### config.mk
export PLATFORM = sky130hd
export DESIGN_NAME = dram_access_sequencer
export DESIGN_NICKNAME = d
export VERILOG_FILES = /design/src/rtl/dram_seq_pkg.sv /design/src/rtl/dram_port_mux.sv /design/src/rtl/dram_access_sequencer.sv
export SDC_FILE = /design/constraint.sdc
export NUM_CORES = 1
export LEC_CHECK = 0
export CORE_UTILIZATION = 41
export DETAILED_ROUTE_END_ITERATION = 8
export PLACE_DENSITY = 0.8
export RECOVER_POWER = 100
export SKIP_CTS_REPAIR_TIMING = 1
export SLEW_MARGIN = 30
export SYNTH_ARGS = -nofsm -noshare
export SYNTH_HDL_FRONTEND = slang
export SYNTH_SLANG_ARGS = --single-unit
export TNS_END_PERCENT = 50
### constraint.sdc
create_clock -name clk -period 2.3 [get_ports clk]
set_input_delay 0.46 -clock clk [delete_from_list [all_inputs] [get_ports clk]]
set_output_delay 0.46 -clock clk [all_outputs]
set_load 0.01 [all_outputs]
### src/rtl/dram_seq_pkg.sv
// rtl/dram_seq_pkg.sv - state encoding, phase codes and width defaults for the DRAM access sequencer
package dram_seq_pkg;

   localparam int DEF_ADDR_W = 16;
   localparam int DEF_DATA_W = 8;

   typedef enum logic [2:0] {
      S_LOAD      = 3'd0,
      S_RUN       = 3'd1,
      S_DUMP_ADDR = 3'd2,
      S_DUMP_WAIT = 3'd3,
      S_DUMP_SEND = 3'd4,
      S_DUMP_GAP  = 3'd5,
      S_DONE      = 3'd6
   } state_t;

   localparam logic [1:0] PH_LOAD = 2'b00;
   localparam logic [1:0] PH_RUN  = 2'b01;
   localparam logic [1:0] PH_DUMP = 2'b10;
   localparam logic [1:0] PH_DONE = 2'b11;

   function automatic logic [1:0] phase_of(input state_t s);
      case (s)
         S_LOAD:  phase_of = PH_LOAD;
         S_RUN:   phase_of = PH_RUN;
         S_DONE:  phase_of = PH_DONE;
         default: phase_of = PH_DUMP;
      endcase
   endfunction

endpackage

### src/rtl/dram_port_mux.sv
// rtl/dram_port_mux.sv - combinational DRAM port selection between receiver, processor and dump reader
module dram_port_mux
   import dram_seq_pkg::*;
#(
   parameter int               ADDR_W    = DEF_ADDR_W,
   parameter int               DATA_W    = DEF_DATA_W,
   parameter logic [ADDR_W-1:0] LOAD_BASE = '0,
   parameter logic [ADDR_W-1:0] DUMP_BASE = '0
) (
   input  state_t              state,
   input  logic [ADDR_W-1:0]   ptr,
   input  logic                rx_valid,
   input  logic [DATA_W-1:0]   rx_data,
   input  logic [ADDR_W-1:0]   proc_address,
   input  logic [DATA_W-1:0]   proc_wdata,
   input  logic                proc_wren,
   output logic [ADDR_W-1:0]   dram_address,
   output logic [DATA_W-1:0]   dram_data,
   output logic                dram_wren
);

   // Dump and done states read only; address sums wrap modulo 2^ADDR_W.
   always_comb begin
      dram_address = DUMP_BASE + ptr;
      dram_data    = '0;
      dram_wren    = 1'b0;
      unique case (state)
         S_LOAD: begin
            dram_address = LOAD_BASE + ptr;
            dram_data    = rx_data;
            dram_wren    = rx_valid;
         end
         S_RUN: begin
            dram_address = proc_address;
            dram_data    = proc_wdata;
            dram_wren    = proc_wren;
         end
         default: begin
         end
      endcase
   end

endmodule

### src/rtl/dram_access_sequencer.sv
// rtl/dram_access_sequencer.sv - LOAD/RUN/DUMP/DONE sequencer owning the shared single-port data RAM
module dram_access_sequencer
   import dram_seq_pkg::*;
#(
   parameter int               ADDR_W    = DEF_ADDR_W,
   parameter int               DATA_W    = DEF_DATA_W,
   parameter logic [ADDR_W-1:0] LOAD_BASE = '0,
   parameter int               LOAD_LEN  = 256,
   parameter logic [ADDR_W-1:0] DUMP_BASE = '0,
   parameter int               DUMP_LEN  = 256
) (
   input  logic                clk,
   input  logic                rst_n,
   input  logic                rx_valid,
   input  logic [DATA_W-1:0]   rx_data,
   input  logic [ADDR_W-1:0]   proc_address,
   input  logic [DATA_W-1:0]   proc_wdata,
   input  logic                proc_wren,
   input  logic                proc_done,
   output logic                proc_enable,
   output logic [ADDR_W-1:0]   dram_address,
   output logic [DATA_W-1:0]   dram_data,
   output logic                dram_wren,
   input  logic [DATA_W-1:0]   dram_q,
   input  logic                tx_ready,
   output logic                tx_start,
   output logic [DATA_W-1:0]   tx_data,
   output logic [1:0]          phase
);

   // ptr carries one extra bit so a full 2^ADDR_W dump count is representable.
   localparam int               LOAD_LAST_I = LOAD_LEN - 1;
   localparam int               DUMP_END_I  = DUMP_LEN;
   localparam logic [ADDR_W:0]  LOAD_LAST   = LOAD_LAST_I[ADDR_W:0];
   localparam logic [ADDR_W:0]  DUMP_END    = DUMP_END_I[ADDR_W:0];

   state_t              state_q;
   logic [ADDR_W:0]     ptr_q;
   logic                proc_enable_q;
   logic                tx_start_q;
   logic [DATA_W-1:0]   tx_data_q;

   always_ff @(posedge clk or negedge rst_n) begin
      if (!rst_n) begin
         state_q       <= S_LOAD;
         ptr_q         <= '0;
         proc_enable_q <= 1'b0;
         tx_start_q    <= 1'b0;
         tx_data_q     <= '0;
      end else begin
         tx_start_q <= 1'b0;
         unique case (state_q)
            S_LOAD: begin
               if (rx_valid) begin
                  if (ptr_q == LOAD_LAST) begin
                     state_q       <= S_RUN;
                     ptr_q         <= '0;
                     proc_enable_q <= 1'b1;
                  end else begin
                     ptr_q <= ptr_q + 1'b1;
                  end
               end
            end
            S_RUN: begin
               if (proc_done) begin
                  state_q       <= S_DUMP_ADDR;
                  proc_enable_q <= 1'b0;
               end
            end
            S_DUMP_ADDR: state_q <= S_DUMP_WAIT;
            S_DUMP_WAIT: state_q <= S_DUMP_SEND;
            S_DUMP_SEND: begin
               if (tx_ready) begin
                  tx_data_q  <= dram_q;
                  tx_start_q <= 1'b1;
                  ptr_q      <= ptr_q + 1'b1;
                  state_q    <= S_DUMP_GAP;
               end
            end
            // tx_ready is still stale here: the transmitter drops it only after seeing the pulse.
            S_DUMP_GAP: state_q <= (ptr_q == DUMP_END) ? S_DONE : S_DUMP_ADDR;
            S_DONE:     state_q <= S_DONE;
            default:    state_q <= S_LOAD;
         endcase
      end
   end

   dram_port_mux #(
      .ADDR_W    (ADDR_W),
      .DATA_W    (DATA_W),
      .LOAD_BASE (LOAD_BASE),
      .DUMP_BASE (DUMP_BASE)
   ) u_mux (
      .state        (state_q),
      .ptr          (ptr_q[ADDR_W-1:0]),
      .rx_valid     (rx_valid),
      .rx_data      (rx_data),
      .proc_address (proc_address),
      .proc_wdata   (proc_wdata),
      .proc_wren    (proc_wren),
      .dram_address (dram_address),
      .dram_data    (dram_data),
      .dram_wren    (dram_wren)
   );

   assign proc_enable = proc_enable_q;
   assign tx_start    = tx_start_q;
   assign tx_data     = tx_data_q;
   assign phase       = phase_of(state_q);

endmodule

==> qor.yml <==
drt:
  drt_first_iter_violations: 115
  viasPerCell: 5.200
  wl_per_cell_um: 14.45
  routed_wl_um: 4551
  vias: 1638
  ant_nets: 0
  drcViolationCount: 0
  dr.pass1.iters: 4
outcome:
  status: "finished clean"
run:
  cap_viol_max_count: 0
clock_network:
  clk_path_buf_depth: 2
  numCtsBuffers: 5
  cts_tree: "done"
  root_buffer: "clkbuf_8"
  clk_latency_ps: 280
  cts_num_sinks: 30
  htree_levels: 2
  clkTransAtPathRegs_ps: 60
placement:
  placement.io_buffers: 82
  placed_cells: 306
  gp_congestion: 0.8128
  post_dp_cell_area_um2: 2691
  place.detailed.hpwl_um: 3408
layout:
  diodes: 0
  drive_gt1_share_pct: 17.74
  final_cell_area_um2: 2835
  area_growth_syn_to_layout_pct: 58.35
  nNetsFinal: 312
  fill_cells: 315
  instances_no_fill: 315
yosys:
  synth_top_area_share_pct: 41.93
  yosysTopAreaCell: "dfrtp_1"
  synth.area.top_cells: "dfrtp_1, mux2_2, xnor2_1"
  synth_area_per_cell_um2: 10.29
  netlist_area_um2: 1790
  yosys_warnings: 0
  synthCells: 174
  synth_cell_types: 37
  synth_edf_count: 0
  synth-main-ff-cell: "dfrtp_1"
  yosysSeqAreaShare_pct: 41.93
  ys_ff_latch: 30
  async_flop_share_pct: 100.0
  syn_nets: 222
timing:
  final-hold-violation-count: 0
  relSlewSlack_pct: 35.97
  setup_viol_count_final: 0
  drv_slew: 0
  final.period_utilization_pct: 98.93
  rsz0062_at_grt: "yes"
  layout_min_cycle_time_ps: 2275
  tightestPinTransition_ps: 933.7
  fmax_mhz: 439.5
  finClkSkew_ps: 4.793
  fin_setup_tns_ps: 0
setup_path:
  crit_required_ps: 1840
  crit_fanout: 9
  start_kind: "flip-flop"
  path_class: "flip-flop to output pin"
  cp-end-kind: "output pin"
  cp.arrival_ps: 1820
global_routing:
  grt_overflow: 0
  grt_max_degree: 31
  grt_antenna_before_repair: 0
  grt_pass1_wl_um: 7176
  grt_usage_pct: 21.49
  grt_pass1_vias: 1577
floorplanning:
  die-area_um2: 4636
  start_util_pct: 43.82
  io-pin-count: 83
  row_count: 23
  die_w_um: 68.09
  die_height_um: 68.09
  fp.coreArea_um2: 4086
power:
  max-vdd-ir-drop_uv: 593.3
  p_total_mw: 2.864
  powerDensity_nw_per_um2: 1010
  p_leak_nw: 1.464
min_path:
  min_path_type: "flip-flop to flip-flop"
[worst max-delay path, stage by stage (launching register included)]
cell	delay (ps)
dfrtp_1	400
nor2_2	140
buf_4	140
clkinvlp_4	150
nor2_1	160
clkdlybuf4s50_1	550
[power breakdown]
part           switching, mW  total (mW)  internal (mW)
clock                  0.186       0.426          0.241
combinational          0.692        1.59          0.896
sequential             0.161       0.850          0.689
[per-stage QoR]
step                      worst slack (ps)  hold WS, ps  utilization (%)
final                                24.70        496.9            69.38
after global routing                -93.76        513.0            69.38
after floorplan                      440.9        164.4                -
after detailed placement             111.4        479.5            65.86
after global placement               134.3        467.1            65.86
after CTS                           -202.8        491.2            68.10
[cells in the final DEF (no fill, tap or decap), types with 2 or more instances in the layout]
master            n
buf_4             6
xnor2_1          15
nor3_1            3
a21oi_1           2
dlygate4sd3_1    11
dlymetal6s2s_1   24
or2_2             2
clkdlybuf4s50_1  47
ha_1              2
nand2b_1          3
dfrtp_1          30
clkbuf_8          6
nand4_1           2
o21ai_0           4
mux2i_1          10
nor2_1           19
nand3_1          12
inv_1             4
nor4_1            6
mux2_2           22
nand2_1          12
[layer usage]
layer  vias up  part of all wire (%)  global-route usage, %
li1        784                     -                      -
met3         9                   6.9                  5.333
met4         0                   1.8                  8.073
met1       772                    42                  26.93
met5         -                     0                      0
met2        73                    49                  35.42
[final timing paths]
check | to | slack [ps] | cells after the start | startpoint
min in group asynchronous | tx_data[1] | 760 | 2 | rst_n
min | ptr_q[16] | 500 | 1 | ptr_q[16]
max in group asynchronous | tx_start | 1070 | 2 | rst_n
max reg2reg | tx_data[6] | 200 | 4 | state_q[1]
min reg2reg | ptr_q[16] | 500 | 1 | ptr_q[16]
max | dram_data[4] | 20 | 5 | state_q[1]
[logic make-up (layout without fill, tap and decap cells)]
logic type,count (synthesis),count (layout),synth area share (%)
adders and majority gates,2,2,1.397
muxes,32,32,19.64
AOI/OAI and AO/OA,10,10,3.355
buffers and inverters,13,104,3.424
and+or+nand+nor,71,71,22.43
DFF,30,30,41.93
xor gates and xnor gates,16,16,7.827
[layout make-up]
class / instances / area [um2] / share of cell area [%]
flip-flops and latches: 30 / 750.7 / 26.48
multi-input cells: 131 / 958.4 / 33.80
repair buffers: 91 / 949.7 / 33.50
inverters: 5 / 22.52 / 0.7944
clock inverters: 1 / 5.005 / 0.1765
well taps: 50 / 62.56 / 2.207
clock buffers: 7 / 86.33 / 3.045
[state kept, by name, summed over array words and instances (netlist names)]
signal and flops:
tx_data 8, tx_start 1, ptr_q 17, state_q 3
proc_enable 1
[synthesized netlist by cell type, types with 2 or more instances]
cell	instances
nand2_1	12
clkbuf_2	2
dfrtp_1	30
a21oi_1	2
nand3_1	12
o21ai_0	4
nand2b_1	3
xnor2_1	15
mux2_2	22
nor4_1	5
buf_2	2
clkbuf_1	3
and2_1	2
inv_1	4
nor2_1	20
or2_2	2
nand4_1	2
nor4_4	2
mux2i_1	9
ha_1	2
nor3_1	3
Note: power is estimated with default switching activity, not from simulation.
